===== config.mk =====
export PLATFORM = sky130hd
export DESIGN_NAME = uart_frame_sched
export DESIGN_NICKNAME = d
export VERILOG_FILES = /design/src/rtl/uart_frame_pkg.sv /design/src/rtl/uart_frame_byte_mux.sv /design/src/rtl/uart_frame_sched.sv
export SDC_FILE = /design/constraint.sdc
export NUM_CORES = 1
export LEC_CHECK = 0
export BUFFER_PORTS_ARGS = -buffer_cell sky130_fd_sc_hd__buf_2
export CAP_MARGIN = 20
export CORE_ASPECT_RATIO = 1.5
export CORE_MARGIN = 2
export CORE_UTILIZATION = 40
export DETAILED_ROUTE_END_ITERATION = 12
export PLACE_DENSITY = 0.71
export SYNTH_ARGS = -nofsm -noshare
export SYNTH_HDL_FRONTEND = slang
export SYNTH_SLANG_ARGS = --single-unit

===== constraint.sdc =====
create_clock -name CLK -period 11.2 [get_ports CLK]
set_clock_uncertainty 0.1 [all_clocks]
set_input_delay 2.8 -clock CLK [delete_from_list [all_inputs] [get_ports CLK]]
set_output_delay 2.8 -clock CLK [all_outputs]
set_load 0.01 [all_outputs]

===== src/rtl/uart_frame_pkg.sv =====
// Shared definitions for the UART frame scheduler.
// Optional feature macro: UART_FRAME_CHKSUM_EN (adds an XOR checksum byte before 'E').
package uart_frame_pkg;

  localparam logic [7:0] SOF_BYTE = 8'h53;  // 'S'
  localparam logic [7:0] EOF_BYTE = 8'h45;  // 'E'

  typedef enum logic [2:0] {
    IDLE,
    LATCH,
    SEND,
    WAIT_DONE,
    GAP
  } state_t;

  // Total bytes per frame: 'S' + 4 bytes per point (+ checksum) + 'E'.
  function automatic int frame_len(input int n_points);
`ifdef UART_FRAME_CHKSUM_EN
    return 4 * n_points + 3;
`else
    return 4 * n_points + 2;
`endif
  endfunction

endpackage


===== src/rtl/uart_frame_byte_mux.sv =====
// Combinational byte selector: maps a frame byte index onto 'S', the snapshot
// payload (H hi, H lo, V hi, V lo per point), the checksum and 'E'.
// Optional feature macro: UART_FRAME_CHKSUM_EN.
module uart_frame_byte_mux
  import uart_frame_pkg::*;
#(
  parameter int N_POINTS = 8
) (
  input  logic [16*N_POINTS-1:0] snap_h,
  input  logic [16*N_POINTS-1:0] snap_v,
  input  logic [6:0]             idx,
`ifdef UART_FRAME_CHKSUM_EN
  input  logic [7:0]             chk,
  output logic                   is_payload,
`endif
  output logic [7:0]             byte_out
);

  localparam int PAYLOAD = 4 * N_POINTS;

  logic [6:0]  pidx;
  logic [15:0] word;
  logic        in_payload;

  // Select the coordinate word for the payload byte, then the byte within it.
  always_comb begin
    pidx       = idx - 7'd1;
    word       = 16'h0000;
    in_payload = (idx != 7'd0) && (idx <= 7'(PAYLOAD));
    for (int p = 0; p < N_POINTS; p++) begin
      if (pidx[6:2] == 5'(p)) begin
        word = pidx[1] ? snap_v[16*p +: 16] : snap_h[16*p +: 16];
      end
    end
    if (idx == 7'd0) begin
      byte_out = SOF_BYTE;
    end else if (in_payload) begin
      byte_out = pidx[0] ? word[7:0] : word[15:8];
`ifdef UART_FRAME_CHKSUM_EN
    end else if (idx == 7'(PAYLOAD + 1)) begin
      byte_out = chk;
`endif
    end else begin
      byte_out = EOF_BYTE;
    end
  end

`ifdef UART_FRAME_CHKSUM_EN
  assign is_payload = in_payload;
`endif

endmodule


===== src/rtl/uart_frame_sched.sv =====
// Frame scheduler: snapshots N_POINTS points on FRAME_START and streams them
// to a UART TX as 'S', payload, [checksum], 'E'.
// Optional feature macro: UART_FRAME_CHKSUM_EN (XOR checksum byte before 'E').
//
// TX handshake: TX_DV is a one-cycle strobe with TX_BYTE valid in that cycle
// and held until the next strobe; the TX answers with a one-cycle TX_DONE,
// and no further TX_DV is issued until that TX_DONE (plus GAP_CYCLES) is seen.
module uart_frame_sched
  import uart_frame_pkg::*;
#(
  parameter int N_POINTS   = 8,
  parameter int GAP_CYCLES = 0
) (
  input  logic                   CLK,
  input  logic                   RST_N,
  input  logic                   FRAME_START,
  input  logic [16*N_POINTS-1:0] POINTS_H,
  input  logic [16*N_POINTS-1:0] POINTS_V,
  input  logic                   TX_DONE,
  output logic                   TX_DV,
  output logic [7:0]             TX_BYTE,
  output logic                   BUSY,
  output logic [7:0]             DROP_CNT,
  output state_t                 state_dbg
);

  localparam logic [6:0]  LAST_IDX = 7'(frame_len(N_POINTS) - 1);
  localparam logic [15:0] GAP_LOAD = (GAP_CYCLES > 0) ? 16'(GAP_CYCLES - 1) : 16'd0;

  state_t                 state, state_nx;
  logic [6:0]             idx, idx_nx;
  logic [15:0]            gap_cnt, gap_nx;
  logic [16*N_POINTS-1:0] snap_h, snap_v;
  logic [7:0]             mux_byte;
`ifdef UART_FRAME_CHKSUM_EN
  logic [7:0]             chk;
  logic                   is_payload;
`endif

  // The mux looks at the next index so TX_BYTE can be registered together
  // with TX_DV on entry into SEND.
  uart_frame_byte_mux #(
    .N_POINTS(N_POINTS)
  ) u_byte_mux (
    .snap_h    (snap_h),
    .snap_v    (snap_v),
    .idx       (idx_nx),
`ifdef UART_FRAME_CHKSUM_EN
    .chk       (chk),
    .is_payload(is_payload),
`endif
    .byte_out  (mux_byte)
  );

  // Next-state, index and gap-counter logic.
  always_comb begin
    state_nx = state;
    idx_nx   = idx;
    gap_nx   = gap_cnt;
    case (state)
      IDLE: begin
        if (FRAME_START) state_nx = LATCH;
      end
      LATCH: begin
        idx_nx   = 7'd0;
        state_nx = SEND;
      end
      SEND: begin
        state_nx = WAIT_DONE;
      end
      WAIT_DONE: begin
        if (TX_DONE) begin
          if (idx == LAST_IDX) begin
            state_nx = IDLE;
          end else begin
            idx_nx = idx + 7'd1;
            if (GAP_CYCLES > 0) begin
              state_nx = GAP;
              gap_nx   = GAP_LOAD;
            end else begin
              state_nx = SEND;
            end
          end
        end
      end
      GAP: begin
        if (gap_cnt == 16'd0) state_nx = SEND;
        else                  gap_nx   = gap_cnt - 16'd1;
      end
      default: state_nx = IDLE;
    endcase
  end

  // FSM state, index and gap counter registers.
  always_ff @(posedge CLK or negedge RST_N) begin
    if (!RST_N) begin
      state   <= IDLE;
      idx     <= 7'd0;
      gap_cnt <= 16'd0;
    end else begin
      state   <= state_nx;
      idx     <= idx_nx;
      gap_cnt <= gap_nx;
    end
  end

  // Registered outputs: strobe and byte are loaded on entry into SEND.
  always_ff @(posedge CLK or negedge RST_N) begin
    if (!RST_N) begin
      TX_DV   <= 1'b0;
      TX_BYTE <= 8'h00;
      BUSY    <= 1'b0;
    end else begin
      TX_DV <= (state_nx == SEND);
      BUSY  <= (state_nx != IDLE);
      if (state_nx == SEND) TX_BYTE <= mux_byte;
    end
  end

  // Point snapshot, taken once per frame in LATCH.
  always_ff @(posedge CLK or negedge RST_N) begin
    if (!RST_N) begin
      snap_h <= '0;
      snap_v <= '0;
    end else if (state == LATCH) begin
      snap_h <= POINTS_H;
      snap_v <= POINTS_V;
    end
  end

`ifdef UART_FRAME_CHKSUM_EN
  // Running XOR of payload bytes, folded in as each one is loaded for sending.
  always_ff @(posedge CLK or negedge RST_N) begin
    if (!RST_N) begin
      chk <= 8'h00;
    end else if (state == LATCH) begin
      chk <= 8'h00;
    end else if ((state_nx == SEND) && is_payload) begin
      chk <= chk ^ mux_byte;
    end
  end
`endif

  // Saturating count of triggers that arrive while a frame is in flight.
  always_ff @(posedge CLK or negedge RST_N) begin
    if (!RST_N) begin
      DROP_CNT <= 8'd0;
    end else if (FRAME_START && (state != IDLE) && (DROP_CNT != 8'hFF)) begin
      DROP_CNT <= DROP_CNT + 8'd1;
    end
  end

  assign state_dbg = state;

endmodule


After elaboration in Yosys (flattened, before gate mapping)
Index checks and enable logic that the tools add are counted.
{"block": "classes", "n_addsub": 4, "n_lt_le_gt_ge": 1, "n_eq_ne": 14, "muxes": 27, "bitwise_logic": 1, "n_reduce_logical": 11}
{"op": "16-bit two-way mux", "count": 16}
{"op": "8-bit two-way mux", "count": 3}
{"op": "5-bit by 3-bit equality test with 1-bit output, second input constant", "count": 4}
{"op": "16-bit logical NOT", "count": 1}
{"op": "16-bit by 1-bit subtractor with 16-bit output, second input constant", "count": 1}
{"op": "3-bit one-hot mux with 5 select lines", "count": 1}
{"op": "7-bit two-way mux", "count": 2}
{"op": "7-bit one-hot mux with 2 select lines", "count": 1}
{"op": "5-bit by 2-bit equality test with 1-bit output, second input constant", "count": 2}
{"op": "3-bit by 2-bit equality test with 1-bit output, second input constant", "count": 3}
{"op": "3-bit two-way mux", "count": 3}
{"op": "8-bit by 1-bit adder with 8-bit output, second input constant", "count": 1}
{"op": "8-bit != test, second input constant", "count": 1}
{"op": "7-bit by 1-bit adder with 7-bit output, second input constant", "count": 1}
{"op": "7-bit by 6-bit equality test with 1-bit output, second input constant", "count": 1}
{"op": "7-bit by 6-bit less-or-equal comparator with 1-bit output, second input constant", "count": 1}
{"op": "7-bit logical NOT", "count": 1}
{"op": "7-bit nonzero test", "count": 1}
{"op": "7-bit by 1-bit subtractor with 7-bit output, second input constant", "count": 1}
{"op": "3-bit nonzero test", "count": 2}
{"op": "5-bit by 1-bit equality test with 1-bit output, second input constant", "count": 1}
{"op": "5-bit logical NOT", "count": 1}
{"op": "3-bit by 1-bit equality test with 1-bit output, second input constant", "count": 1}
{"op": "3-bit equality test, second input constant", "count": 1}
{"op": "5 further kinds", "count": 7}
{"block": "word_totals", "regBits": 300, "elab_cells": 67}

Longest topological paths before layout
{"block": "depth", "ltp_word": 17, "mapped_depth": 18}

Hierarchy
Synthesis repeated with hierarchy kept, for this count alone.
{"block": "hier_totals", "hier_cells": 1094, "area_unflattened_um2": 14522.7}
{"module": "uart_frame_sched", "instances": 1, "cells_each": 732, "area_each_um2": 11549.8, "seq_area_each_um2": 7507.2}
{"module": "uart_frame_byte_mux", "instances": 1, "cells_each": 362, "area_each_um2": 2972.9, "seq_area_each_um2": 0.0}

Worst setup path before layout
OpenSTA, ideal clock, no wires.
{"block": "synth_timing", "path_type": "input to register", "startpoint": "input port TX_DONE", "endpoint": "register TX_BYTE[0]", "setup_ns": 0.135, "arrival_time_ns": 6.403, "required_time_ns": 10.965, "setup_slack_ns": 4.562, "cell_stages": 15, "n_path_buf": 6, "path_cell_list": "clkbuf_1 -> nand2_1 -> a2111oi_0 -> a311o_1 -> inv_1 -> buf_2 -> ha_1 -> clkbuf_1 -> buf_1 -> clkbuf_1 -> clkbuf_1 -> mux2i_1 -> nand2_1 -> a221oi_1 -> o32ai_1"}
{"block": "synth_via", "elab_chain_cells": 15}
{"item": "from (decl)", "line": "uart_frame_sched.sv:19", "source": "input logic TX_DONE,"}
{"item": "7-bit two-way mux", "line": "uart_frame_sched.sv:72", "source": "if (TX_DONE) begin"}
{"item": "7-bit one-hot mux with 2 select lines", "line": "uart_frame_sched.sv:60", "source": "case (state)"}
{"item": "7-bit by 1-bit subtractor with 7-bit output", "line": "uart_frame_byte_mux.sv:27", "source": "pidx = idx - 7'd1;"}
{"item": "5-bit logical NOT or 16-bit two-way mux (tied branches)", "line": "uart_frame_byte_mux.sv:31, uart_frame_byte_mux.sv:32"}
{"item": "16-bit two-way mux (8 in series)", "line": "uart_frame_byte_mux.sv:31", "source": "if (pidx[6:2] == 5'(p)) begin"}
{"item": "8-bit two-way mux", "line": "uart_frame_byte_mux.sv:38", "source": "byte_out = pidx[0] ? word[7:0] : word[15:8];"}
{"item": "8-bit two-way mux", "line": "uart_frame_byte_mux.sv:37", "source": "end else if (in_payload) begin"}
{"item": "8-bit two-way mux", "line": "uart_frame_byte_mux.sv:35", "source": "if (idx == 7'd0) begin"}
{"item": "to (signal assigned)", "line": "uart_frame_sched.sv:116", "source": "if (state_nx == SEND) TX_BYTE <= mux_byte;"}
{"item": "to (decl)", "line": "uart_frame_sched.sv:21", "source": "output logic [7:0] TX_BYTE,"}
Parallel ways exist; a longest one is shown, timed or not.
A chain may end at the register's enable or synchronous reset.

Worst setup path after layout
{"block": "layout_timing", "startpoint": "input port TX_DONE", "endpoint": "register TX_BYTE[5]"}
Same word-level chain as after synthesis.

==> reports/metrics.cfg <==
[outcome]
status = finished clean

[floorplanning]
die_height_um = 238
rows = 85
initial_utilization_pct = 40.5
core_um2 = 35900
ioPinCount = 281
die_width_um = 160
die_area_um2 = 38000

[clocking]
cts_hold_buf = 0
cts_buffer_depth = 3
clock_latency_ps = 570
clock_sinks = 300
cts_tree = yes
postCtsSetupBuffers = 0
cts_root_buffer = clkbuf_16
cts-resized-gates = 0
clk_pin_slew_ps = 60
cts_made_buffers = 30
h-tree-depth = 1

[timing]
finalHoldViolCount = 0
grt_setup_unrepaired = false
finalCriticalPeriod_ps = 7860
report.final.slew_viol_count = 0
finalSetupViolCount = 0
worst_pin_slew_ps = 1030
fin_tns_setup_ps = 0
slew_headroom_pct = 31.5
max_freq_mhz = 127
finalCritPeriodShare_pct = 70.2

[detailed_routing]
vias = 10506
wl_per_cell_um = 22.2
drtIter0Drc = 709
drc_errors = 0
dr.pass1.iters = 5
viasPerCell = 5.47
wirelength_mm = 42.6
ant_nets = 0

[global_route]
gr-total-overflow = 0
grt_max_degree = 96
grt_pass1_vias = 10867
grt_antenna_before_repair = 7
grt_pass1_wl_mm = 64.0
track_usage_pct = 22.0

[logic_synthesis]
synthAdderAreaFrac_pct = 0.515
ys_ff_latch = 300
synth_mux_area_share_pct = 29.1
yosys_warnings = 0
ys_seq_area_share_pct = 51.5
synth_fp_nets = 1424
async_flop_share_pct = 100
netlist.area_leader.share_pct = 51.5
synthSimpleGateAreaFrac_pct = 8.04
synth.area.top_cells = dfrtp_1 52%, mux2_2 23%, mux2i_1 6.1%
synth_commonest_cells = 300 x dfrtp_1, 298 x mux2_2, 89 x mux2i_1, 56 x nand2_1, 48 x clkbuf_1
synth.cell_area_um2 = 14600
synthFlopType = dfrtp_1
synth.avg_cell_area_um2 = 12.6
synth_cell_types = 77
synth-edff-count = 0
synth_top_family_by_area = multiplexers
synth_top_area_cell = dfrtp_1
syn_inst = 1158
synth-xor-area-share_pct = 1.38
yosysMostFrequentCell = dfrtp_1
synth_compound_area_share_pct = 7.16

[placement]
io_buffers = 280
placed_area_um2 = 16400
gp_congestion = 0.921
place_hpwl_mm = 32.1

[cells_and_area]
area_growth_pct = 20.2
drive_gt1_share_pct = 45.8
fin_nets = 1679
stdcell_area_um2 = 17500

[hold_path]
hold_class = register to register

[power_and_ir_drop]
p_per_area_nw_per_um2 = 218
leakagePower_nw = 7.97
ir_drop_mv = 0.198

[setup_path]
crit_arrival_ps = 8220
crit_type = primary input to register
crit_required_ps = 11560
setup.worst_path.end_class = register
startpoint_type = primary input
crit_fanout = 20

[run]
maxCapViolations = 0

## kinds of logic (layout without fill, tap and decap cells)
kind of cell             after synthesis  after routing
XOR/XNOR                              23             23
AND/OR/NAND/NOR                      218            218
multiplexers                         387            387
flip-flops                           300            300
adder cells (fa/ha/maj)                6              6
buffers and inverters                 81            359
AO/OA/AOI/OAI                        143            143
other                                  0              6
## per-stage QoR
| stage | hold slack, ps | setup slack [ps] | std cells | util, % | power [mW] |
|---|---|---|---|---|---|
| 2_1_floorplan | 346 | 4560 | 1158 | - | 2.27 |
| 3_3_place_gp | 361 | 3190 | 1857 | 45.6 | 2.73 |
| 4_1_cts | 376 | 3520 | 1913 | 48.6 | 3.84 |
| 6_report | 369 | 3340 | 1920 | 48.8 | 3.82 |
| 3_5_place_dp | 367 | 2940 | 1858 | 45.7 | 2.76 |
| 5_1_grt | 409 | 2990 | 1920 | 48.8 | 3.98 |
## state kept, by name, indices dropped and copies added (netlist names)
name	flops
snap_v	128
snap_h	128
TX_DV	1
state_dbg	3
gap_cnt	16
DROP_CNT	8
BUSY	1
idx	7
TX_BYTE	8
## critical path, stage by stage
cell and delay (ps):
buf_2 170, nand2_1 80, a2111oi_0 390, a311o_1 860, inv_1 520, ha_1 430, nand3_1 190, nor4_2 80
xnor2_1 480, nand4_1 590, nor2_1 930, a2111o_1 270, a31oi_1 100, o31ai_1 280
## routing by layer
metal	up-vias	routed length, um	global-route usage [%]
li1	4800	-	-
met1	5262	16700	26.3
met2	348	21400	38.2
met3	94	2010	2.81
met4	2	2440	12.5
met5	-	13	0
## report_power, final
group          switching [mW]  leakage (nW)  total (mW)  internal (mW)
logic                   0.812          3.75        1.38          0.564
registers               0.114          3.72        1.37           1.26
clock network           0.430         0.510        1.07          0.644
## cells in the final DEF (no fill, tap or decap), types with 4 or more instances in the layout
cell type,netlist,routed
a2111oi_0,4,4
a211oi_1,7,7
a21oi_1,25,25
a311oi_1,4,4
a31oi_1,16,16
a32oi_1,6,6
and3_1,10,10
and4_1,4,4
buf_2,9,279
buf_4,1,7
bufinv_16,0,4
clkbuf_1,48,7
clkbuf_16,0,31
clkbuf_8,0,7
dfrtp_1,300,300
diode_2,0,6
ha_1,6,5
inv_1,11,11
mux2_2,298,298
mux2i_1,89,89
nand2_1,56,56
nand3_1,38,38
nand4_1,9,9
nor2_1,33,32
nor3_1,26,26
nor3b_1,5,5
nor4_1,6,6
o211ai_1,4,4
o21ai_0,13,13
o21ai_1,11,11
o22ai_1,8,8
o31ai_1,5,5
or3_1,4,4
xnor2_1,18,18
xor2_1,5,5
## layout make-up
cell class                 instances  area, um^2
fill                            3280       18400
inverter                          14        55.1
tap                              478         598
clock inverter                    10         161
multi-input combinational        777        6760
antenna                            6        15.0
clock buffer                      45         898
sequential                       300        7510
timing repair buffer             290        1530
## final timing paths
kind | start | cells after the start | slack (ps) | endpoint
min | gap_cnt[0] | 1 | 370 | gap_cnt[0]
max in group asynchronous | RST_N | 2 | 7470 | TX_BYTE[1]
min in group asynchronous | RST_N | 1 | 2140 | snap_v[28]
min reg2reg | gap_cnt[0] | 1 | 370 | gap_cnt[0]
max | TX_DONE | 14 | 3340 | TX_BYTE[5]
max reg2reg | idx[1] | 15 | 4740 | TX_BYTE[5]
No activity file was read; power rests on OpenSTA's default activity.
